$ cat src/rtl/regfile_scoreboard_if.sv
// Decode/writeback-facing bundle of the register file: writeback port, read ports,
// issue/hazard handshake and scoreboard status.
interface regfile_scoreboard_if #(
   parameter int DATA_WIDTH     = 32,
   parameter int REG_ADDR_WIDTH = 5
);
   logic                      Wr_En;
   logic [REG_ADDR_WIDTH-1:0] WrtBck_Addr;
   logic [DATA_WIDTH-1:0]     WrtBck_Data;
   logic [REG_ADDR_WIDTH-1:0] Rs1_addr;
   logic [REG_ADDR_WIDTH-1:0] Rs2_addr;
   logic                      rs1_used;
   logic                      rs2_used;
   logic                      issue_valid;
   logic [REG_ADDR_WIDTH-1:0] Rd_issue;
   logic                      flush;
   logic [DATA_WIDTH-1:0]     Rs1_data;
   logic [DATA_WIDTH-1:0]     Rs2_data;
   logic                      stall_out;
   logic [REG_ADDR_WIDTH:0]   pending_cnt;
   logic                      wb_unexpected;

   modport master (
      output Wr_En, WrtBck_Addr, WrtBck_Data, Rs1_addr, Rs2_addr,
             rs1_used, rs2_used, issue_valid, Rd_issue, flush,
      input  Rs1_data, Rs2_data, stall_out, pending_cnt, wb_unexpected
   );

   modport slave (
      input  Wr_En, WrtBck_Addr, WrtBck_Data, Rs1_addr, Rs2_addr,
             rs1_used, rs2_used, issue_valid, Rd_issue, flush,
      output Rs1_data, Rs2_data, stall_out, pending_cnt, wb_unexpected
   );
endinterface

$ cat src/rtl/regfile_scoreboard.sv
// 32-entry integer register file with two registered read ports, write-first bypass
// and a per-register busy scoreboard that stalls decode on RAW/WAW hazards.
module regfile_scoreboard #(
   parameter int DATA_WIDTH     = 32,
   parameter int REG_ADDR_WIDTH = 5,
   parameter int NUM_REGS       = 2**REG_ADDR_WIDTH
) (
   input logic               clk,
   input logic               reset,
   regfile_scoreboard_if.slave rf
);
   localparam int CNT_W = REG_ADDR_WIDTH + 1;

   logic [DATA_WIDTH-1:0] regs_q [NUM_REGS];
   logic [DATA_WIDTH-1:0] regs_d [NUM_REGS];
   logic [NUM_REGS-1:0]   busy_q, busy_d;
   logic [DATA_WIDTH-1:0] rs1_data_q, rs1_data_d;
   logic [DATA_WIDTH-1:0] rs2_data_q, rs2_data_d;
   logic                  wb_unexp_q, wb_unexp_d;

   logic       wb_clr;
   logic       haz1, haz2, hazd;
   logic       stall;
   logic       issue_acc;
   logic [CNT_W-1:0] pend_cnt;

   assign wb_clr = rf.Wr_En && (rf.WrtBck_Addr != '0);

   // A writeback landing this cycle resolves the hazard via the read bypass.
   always_comb begin
      haz1      = rf.rs1_used && busy_q[rf.Rs1_addr] &&
                  !(wb_clr && (rf.WrtBck_Addr == rf.Rs1_addr));
      haz2      = rf.rs2_used && busy_q[rf.Rs2_addr] &&
                  !(wb_clr && (rf.WrtBck_Addr == rf.Rs2_addr));
      hazd      = (rf.Rd_issue != '0) && busy_q[rf.Rd_issue] &&
                  !(wb_clr && (rf.WrtBck_Addr == rf.Rd_issue));
      stall     = rf.issue_valid && (haz1 || haz2 || hazd);
      issue_acc = rf.issue_valid && !stall && (rf.Rd_issue != '0);
   end

   always_comb begin
      regs_d = regs_q;
      if (wb_clr) regs_d[rf.WrtBck_Addr] = rf.WrtBck_Data;
      regs_d[0] = '0;

      if (rf.Rs1_addr == '0)                              rs1_data_d = '0;
      else if (wb_clr && (rf.WrtBck_Addr == rf.Rs1_addr)) rs1_data_d = rf.WrtBck_Data;
      else                                                rs1_data_d = regs_q[rf.Rs1_addr];

      if (rf.Rs2_addr == '0)                              rs2_data_d = '0;
      else if (wb_clr && (rf.WrtBck_Addr == rf.Rs2_addr)) rs2_data_d = rf.WrtBck_Data;
      else                                                rs2_data_d = regs_q[rf.Rs2_addr];
   end

   // Set is applied after clear so a new producer on the same index stays in flight.
   always_comb begin
      busy_d = busy_q;
      if (rf.flush) begin
         busy_d = '0;
      end else begin
         if (wb_clr)    busy_d[rf.WrtBck_Addr] = 1'b0;
         if (issue_acc) busy_d[rf.Rd_issue]    = 1'b1;
      end
      busy_d[0] = 1'b0;
      wb_unexp_d = wb_unexp_q || (wb_clr && !busy_q[rf.WrtBck_Addr] && !rf.flush);
   end

   always_comb begin
      pend_cnt = '0;
      for (int i = 1; i < NUM_REGS; i++) pend_cnt = pend_cnt + CNT_W'(busy_q[i]);
   end

   always_ff @(posedge clk or posedge reset) begin
      if (reset) begin
         regs_q     <= '{default: '0};
         busy_q     <= '0;
         rs1_data_q <= '0;
         rs2_data_q <= '0;
         wb_unexp_q <= 1'b0;
      end else begin
         regs_q     <= regs_d;
         busy_q     <= busy_d;
         rs1_data_q <= rs1_data_d;
         rs2_data_q <= rs2_data_d;
         wb_unexp_q <= wb_unexp_d;
      end
   end

   assign rf.Rs1_data      = rs1_data_q;
   assign rf.Rs2_data      = rs2_data_q;
   assign rf.stall_out     = stall;
   assign rf.pending_cnt   = pend_cnt;
   assign rf.wb_unexpected = wb_unexp_q;
endmodule
$ cat src/flat_wrapper.sv
// flat-port wrapper written by rule: the top's interface ports become plain ports
module regfile_scoreboard_flat 
#(
   parameter int DATA_WIDTH     = 32,
   parameter int REG_ADDR_WIDTH = 5,
   parameter int NUM_REGS       = 2**REG_ADDR_WIDTH
)
  (clk, reset, rf_Wr_En, rf_WrtBck_Addr, rf_WrtBck_Data, rf_Rs1_addr, rf_Rs2_addr, rf_rs1_used, rf_rs2_used, rf_issue_valid, rf_Rd_issue, rf_flush, rf_Rs1_data, rf_Rs2_data, rf_stall_out, rf_pending_cnt, rf_wb_unexpected);
  regfile_scoreboard_if #(.DATA_WIDTH(DATA_WIDTH), .REG_ADDR_WIDTH(REG_ADDR_WIDTH)) rf_i ();
  input logic clk;
  input logic reset;
  input wire logic [$bits(rf_i.Wr_En)-1:0] rf_Wr_En;
  input wire logic [$bits(rf_i.WrtBck_Addr)-1:0] rf_WrtBck_Addr;
  input wire logic [$bits(rf_i.WrtBck_Data)-1:0] rf_WrtBck_Data;
  input wire logic [$bits(rf_i.Rs1_addr)-1:0] rf_Rs1_addr;
  input wire logic [$bits(rf_i.Rs2_addr)-1:0] rf_Rs2_addr;
  input wire logic [$bits(rf_i.rs1_used)-1:0] rf_rs1_used;
  input wire logic [$bits(rf_i.rs2_used)-1:0] rf_rs2_used;
  input wire logic [$bits(rf_i.issue_valid)-1:0] rf_issue_valid;
  input wire logic [$bits(rf_i.Rd_issue)-1:0] rf_Rd_issue;
  input wire logic [$bits(rf_i.flush)-1:0] rf_flush;
  output wire logic [$bits(rf_i.Rs1_data)-1:0] rf_Rs1_data;
  output wire logic [$bits(rf_i.Rs2_data)-1:0] rf_Rs2_data;
  output wire logic [$bits(rf_i.stall_out)-1:0] rf_stall_out;
  output wire logic [$bits(rf_i.pending_cnt)-1:0] rf_pending_cnt;
  output wire logic [$bits(rf_i.wb_unexpected)-1:0] rf_wb_unexpected;
  assign rf_i.Wr_En = rf_Wr_En;
  assign rf_i.WrtBck_Addr = rf_WrtBck_Addr;
  assign rf_i.WrtBck_Data = rf_WrtBck_Data;
  assign rf_i.Rs1_addr = rf_Rs1_addr;
  assign rf_i.Rs2_addr = rf_Rs2_addr;
  assign rf_i.rs1_used = rf_rs1_used;
  assign rf_i.rs2_used = rf_rs2_used;
  assign rf_i.issue_valid = rf_issue_valid;
  assign rf_i.Rd_issue = rf_Rd_issue;
  assign rf_i.flush = rf_flush;
  assign rf_Rs1_data = rf_i.Rs1_data;
  assign rf_Rs2_data = rf_i.Rs2_data;
  assign rf_stall_out = rf_i.stall_out;
  assign rf_pending_cnt = rf_i.pending_cnt;
  assign rf_wb_unexpected = rf_i.wb_unexpected;
  regfile_scoreboard #(.DATA_WIDTH(DATA_WIDTH), .REG_ADDR_WIDTH(REG_ADDR_WIDTH), .NUM_REGS(NUM_REGS)) u_core (.clk(clk), .reset(reset), .rf(rf_i));
endmodule
$ cat config.mk
export PLATFORM = sky130hd
export DESIGN_NAME = regfile_scoreboard_flat
export DESIGN_NICKNAME = d
export VERILOG_FILES = /design/src/rtl/regfile_scoreboard_if.sv /design/src/rtl/regfile_scoreboard.sv /design/src/flat_wrapper.sv
export SDC_FILE = /design/constraint.sdc
export NUM_CORES = 2
export LEC_CHECK = 0
export ABC_AREA = 1
export BUFFER_PORTS_ARGS = -buffer_cell sky130_fd_sc_hd__buf_2
export CORE_UTILIZATION = 45
export DETAILED_ROUTE_END_ITERATION = 12
export PLACE_DENSITY = 0.68
export SKIP_CTS_REPAIR_TIMING = 1
export SLEW_MARGIN = 20
export SYNTH_ARGS = -nofsm -noshare
export SYNTH_HDL_FRONTEND = slang
export SYNTH_SLANG_ARGS = --single-unit
$ cat constraint.sdc
create_clock -name clk -period 101.1 [get_ports clk]
set_clock_uncertainty 0.05 [all_clocks]
set_input_delay 25.275 -clock clk [delete_from_list [all_inputs] [get_ports clk]]
set_output_delay 25.275 -clock clk [all_outputs]
set_load 0.01 [all_outputs]
**Word level (Yosys, flattened, before mapping)**

Index checks and enable logic that the tools add are counted.

- Register bits after elaboration: 1088
- Latch bits: 0
- RAM bits: 0
- Memory bits (read-only): 0
- Bits of input ports: 59
- Memories kept: 0

- $add $sub $neg: 30
- Multipliers: 0
- Div/mod/pow operators: 0
- Magnitude comparators: 10
- Equality and inequality tests: 3
- Shifts and indexed selects: 0
- Mux-type cells: 29
- Bitwise operators: 6
- Reduce and logical (&&, ||, !) cells: 31

Operators with widths:

| cell | count |
|---|---|
| $bwmux W1024 | 1 |
| $mux W32 | 13 |
| $bmux W32 S5 | 2 |
| $add A6 B1 Y6 | 29 |
| $demux W32 S5 | 1 |
| $and A32 B32 Y32 | 1 |
| $not A32 Y32 | 1 |
| $or A32 B32 Y32 | 1 |
| $lt A5 B6 Y1 const B | 4 |
| $bmux W1 S5 | 4 |
| $ge A6 B6 Y1 const B | 3 |
| $logic_and A1 B1 Y1 | 18 |
| $not A5 Y6 | 3 |
| $eq A5 B5 Y1 | 3 |
| $demux W1 S5 | 2 |
| $ge A5 B1 Y1 const B | 2 |
| $logic_not A5 Y1 | 2 |
| $reduce_bool A5 Y1 | 2 |
| $logic_not A1 Y1 | 6 |
| $lt A6 B1 Y1 const B | 1 |
| $mux W1 | 6 |
| $logic_or A1 B1 Y1 | 3 |
| $add A1 B1 Y2 | 1 |

**Depth between registers and ports, before layout**

- Word-level depth: 30
- Depth in mapped cells: 18
- Gate-level depth less buffers: 18

**Worst setup path after synthesis**

No wires, ideal clock.

- Path type: input port to output port
- Start point: in rf_WrtBck_Addr[1]
- End point: out rf_stall_out
- Data arrival time: 26430 ps
- Required time: 75775 ps
- Slack: 49345 ps
- Cell stages on the path: 10
- Path buffers: 1
- Path through: buf_2 -> nor2_1 -> nand2_1 -> nand2_2 -> nor2_1 -> a21boi_1 -> nand2_1 -> nor2_1 -> o21ai_0 -> inv_1

- Longest elaborated chain between the ends: 8
- Elaborated cells on any way between the ends: 17
- Those cells by class: eq/ne: 3; reduce/logical: 14

RTL lines:

| item | RTL line | RTL |
|---|---|---|
| start, declared | flat_wrapper.sv:13 | `input wire logic [$bits(rf_i.WrtBck_Addr)-1:0] rf_WrtBck_Addr;` |
| $reduce_bool A5 Y1 | regfile_scoreboard.sv:27 | `assign wb_clr = rf.Wr_En && (rf.WrtBck_Addr != '0);` |
| $logic_and A1 B1 Y1 | regfile_scoreboard.sv:27 |  |
| $logic_and A1 B1 Y1 (on tied branches) | regfile_scoreboard.sv:32, regfile_scoreboard.sv:34 |  |
| $logic_not A1 Y1 (on tied branches) | regfile_scoreboard.sv:32, regfile_scoreboard.sv:34 |  |
| $logic_and A1 B1 Y1 (on tied branches) | regfile_scoreboard.sv:31, regfile_scoreboard.sv:33 |  |
| $logic_or A1 B1 Y1 | regfile_scoreboard.sv:37 | `stall = rf.issue_valid && (haz1 \|\| haz2 \|\| hazd);` |
| $logic_or A1 B1 Y1 * | regfile_scoreboard.sv:37 |  |
| $logic_and A1 B1 Y1 * | regfile_scoreboard.sv:37 |  |
| end, declared | flat_wrapper.sv:24 | `output wire logic [$bits(rf_i.stall_out)-1:0] rf_stall_out;` |

Every way passes the cells marked *; elsewhere a longest branch is shown, timed or not.

**Worst setup path after layout**

- Start point: in rf_Rs1_addr[3]
- End point: out rf_stall_out

- Longest elaborated chain between the ends: 7
- Elaborated cells on any way between the ends: 10
- Those cells by class: eq/ne: 1; mux: 2; reduce/logical: 7

RTL lines:

| item | RTL line | RTL |
|---|---|---|
| start, declared | flat_wrapper.sv:15 | `input wire logic [$bits(rf_i.Rs1_addr)-1:0] rf_Rs1_addr;` |
| $bmux W1 S5 or $eq A5 B5 Y1 (tied branches) | regfile_scoreboard.sv:31, regfile_scoreboard.sv:32 |  |
| $mux W1 (not written as such) or $logic_and A1 B1 Y1 (tied branches) | regfile_scoreboard.sv:31, regfile_scoreboard.sv:32 |  |
| $logic_and A1 B1 Y1 or $logic_not A1 Y1 (tied branches) | regfile_scoreboard.sv:31, regfile_scoreboard.sv:32 |  |
| $logic_and A1 B1 Y1 * | regfile_scoreboard.sv:31 | `haz1 = rf.rs1_used && busy_q[rf.Rs1_addr] &&` |
| $logic_or A1 B1 Y1 * (2 in series) | regfile_scoreboard.sv:37 |  |
| $logic_and A1 B1 Y1 * | regfile_scoreboard.sv:37 |  |

Every way passes the cells marked *; elsewhere a longest branch is shown, timed or not. The select of a mux whose other input is x is not followed.

==> results_dict.tcl <==
set metrics [dict create \
    worstHoldStart "u_core.regs_q[251]" \
    grtUsageMet3_pct 8.70 \
    n_fill_cell 12700 \
    timing.final.crit_share_pct 52.7 \
    fp-row-count 132 \
    grt_pass1_vias 53300 \
    use_met2_pct 49.0 \
    dr.pass1.iters 7 \
    layout_commonest_cell "nand2_1" \
    syn_area_sq_um 59000 \
    critical_path_class "input pin to primary output" \
    setup_viol 0 \
    crit_fanout 33 \
    drt-initial-drc-count 8764 \
    drtAntennaViolNets 0 \
    seqCellArea_sq_um 27200 \
    floorplan.initialDensity_pct 45.4 \
    period_needed_ns 53.25 \
    maxCapViolations 0 \
    grtUsageTotal_pct 33.0 \
    hold_path.class "register to register" \
    ir_drop_mv 0.0297 \
    grt_max_degree 212 \
    switching_share_pct 32.8 \
    cts_buffer_depth 3 \
    rsz0062_at_grt "false" \
    max_stage_delay_ns 0.72 \
    multi_input_area_sq_um 26700 \
    crit_path_start_kind "input pin" \
    tns_ns 0 \
    reg2reg_depth 14 \
    cts_buffers 115 \
    htreeDepth 3 \
    io_pins 131 \
    vias 57000 \
    p_seq_share_pct 43.6 \
    crit_slowest_cell "clkinv_2" \
    hpwlAfterDp_um 117000 \
    grt_pass1_wl_um 334000 \
    r2r_start "u_core.busy_q[30]" \
    maxSlewHeadroom_pct 20.8 \
    seq_area_frac_synth_pct 46.2 \
    cp-end-kind "primary output" \
    status "completed" \
    core_sq_um 130000 \
    tightest_slew_ns 1.19 \
    cp_data_required_time_ns 75.78 \
    cts_tree "built" \
    power_switching_mw 0.431 \
    post_drt_wl_per_cell_um 24.3 \
    final_layout_size_suffix_gt1_share_pct 6.64 \
    synth_nets 7800 \
    die-area_sq_um 133000 \
    path_clk_slew_ns 0.05 \
    wl_um 222000 \
    post-place-cells 8909 \
    mostFrequentLayoutCells "1576 x nand2_1, 1523 x o21ai_0, 1088 x dfrtp_1, 656 x nand3_1, 645 x a21oi_1" \
    max_freq_mhz 18.8 \
    share_comb_of_total_power_pct 22.6 \
    min_path_cells 2 \
    die_h_um 364 \
    cp.arrival_ns 27.92 \
    hold_violations 0 \
    area_delta_synth_final_pct 7.69 \
    use_met1_pct 45.3 \
    grt-busiest-layer "met2" \
    antenna_found_initial 24 \
    syn_avg_cell_area_sq_um 7.65 \
    clk_latency_ns 0.74 \
    grt-ovfl-total 0 \
    cts_sinks 1088 \
    slew_viol_final 0 \
    ys_types 36 \
    die_x_um 364 \
    pwr_density_cell_nw_per_um2 20.7 \
    yosysWarningCount 0 \
    whs_endpoint "u_core.regs_q[251]" \
    worstSetupStartpoint "rf_Rs1_addr[3]" \
    fin_nets 7375 \
    worst-path-buf-inv 5 \
    timing.rr.end "u_core.busy_q[31]" \
    via_per_inst 6.25 \
    portBuffers 130 \
    pwr-share-clk_pct 33.8 \
    cp.depth 10 \
    gp_congestion 0.955 \
    drcViolationCount 0 \
    p_int_mw 0.885 \
    r2r_slack_ns 98.13 \
    crit_chain "buf_4 > clkinv_2 > buf_4 > nand3_1 > nand3_1 > nand2_1 > nor2_1 > o21ai_0 > inv_1 > buf_2" \
    leakage_nw 28.2 \
    cts_root_buf "clkbuf_16" \
    instances_no_fill 9124 \
    cp_top_family "buffers and inverters" \
    synth_cells 7709 \
    ys_seq_elements 1088 \
]
-- synthesized netlist by cell type --
master / count / area (sq um)
a21oi_1: 645 / 3230
nand4_1: 3 / 18.8
buf_1: 60 / 225
nor2_4: 2 / 22.5
inv_1: 510 / 1910
o31ai_1: 2 / 15.0
dfrtp_1: 1088 / 27200
xor2_1: 6 / 52.6
inv_2: 20 / 75.1
o21ai_0: 1523 / 7620
a31oi_1: 9 / 56.3
nor3_1: 18 / 90.1
nand2_2: 3 / 18.8
clkbuf_1: 417 / 1570
buf_4: 10 / 75.1
nor2_1: 170 / 638
buf_2: 261 / 1310
o22ai_1: 148 / 926
nand4_2: 1 / 12.5
clkbuf_2: 1 / 5.00
nand2_1: 1592 / 5980
o21a_1: 1 / 7.51
nor3_2: 1 / 10.0
clkinv_1: 1 / 3.75
nand3_1: 656 / 3280
o21ai_1: 41 / 205
a21boi_1: 1 / 7.51
buf_6: 3 / 33.8
ha_1: 9 / 113
a22oi_1: 10 / 75.1
o221ai_1: 64 / 561
xnor2_1: 8 / 70.1
nor2_2: 3 / 18.8
nand3_2: 30 / 300
fa_1: 23 / 460
o211ai_1: 369 / 2770
-- per-layer routing --
| metal | wire [um] | share of wire (%) |
|---|---|---|
| met1 | 89400 | 40 |
| met2 | 93800 | 42 |
| met3 | 27900 | 13 |
| met4 | 10400 | 4.7 |
| met5 | 96 | 0.043 |
-- cell families (layout without fill, tap and decap cells) --
logic type | after synthesis | in the layout | share of synthesized area, %
flip-flops | 1088 | 1088 | 46.2
adder cells (fa/ha/maj) | 32 | 32 | 0.971
XOR/XNOR | 14 | 14 | 0.208
buffers and inverters | 1283 | 944 | 8.82
AO/OA/AOI/OAI | 2813 | 2813 | 26.2
AND/OR/NAND/NOR | 2479 | 2479 | 17.6
other | 0 | 12 | 0
-- tightest hold or removal path: stages (launching register included) --
cell     delay [ns]
dfrtp_1        0.34
nand2_1        0.05
o21ai_0        0.06
-- worst max path at each step --
stage and to:
2_1_floorplan u_core.busy_q[10], 3_3_place_gp rf_stall_out, 3_5_place_dp rf_stall_out, 4_1_cts rf_stall_out, 5_1_grt rf_stall_out, 6_report rf_stall_out
-- power by group through the flow --
stage,clock [mW],sequential (mW),combinational [mW]
final,0.445,0.574,0.298
after global routing,0.466,0.583,0.337
after CTS,0.449,0.572,0.295
after detailed placement,0,0.579,0.293
after global placement,0,0.576,0.285
after floorplan,0,0.570,0.211
-- state kept, by name, summed over array words and instances, names as in the netlist --
name / count
u_core.regs_q: 992
u_core.rf.Rs1_data: 32
u_core.rf.Rs2_data: 32
u_core.busy_q: 31
u_core.rf.wb_unexpected: 1
-- cell type report --
type	instances	share of cell area, %
Clock buffer	168	5.48
Clock inverter	35	0.707
Tap cell	1742	3.43
Inverter	531	3.21
Sequential cell	1088	42.9
Timing Repair Buffer	210	2.16
Antenna cell	12	0.0473
Multi-Input combinational cell	5338	42.1
-- through the flow --
stage	hold slack [ns]	utilization (%)	cell area, sq um	setup WS (ns)	total power [mW]
3_3_place_gp	0.414	45.9	59600	47.98	0.861
2_1_floorplan	0.403	-	59000	45.14	0.781
5_1_grt	0.453	48.9	63500	47.87	1.39
6_report	0.434	48.9	63500	47.85	1.32
4_1_cts	0.437	48.9	63500	48.04	1.32
3_5_place_dp	0.420	45.9	59600	48.06	0.872
Note: power is estimated with default switching activity, not from simulation.
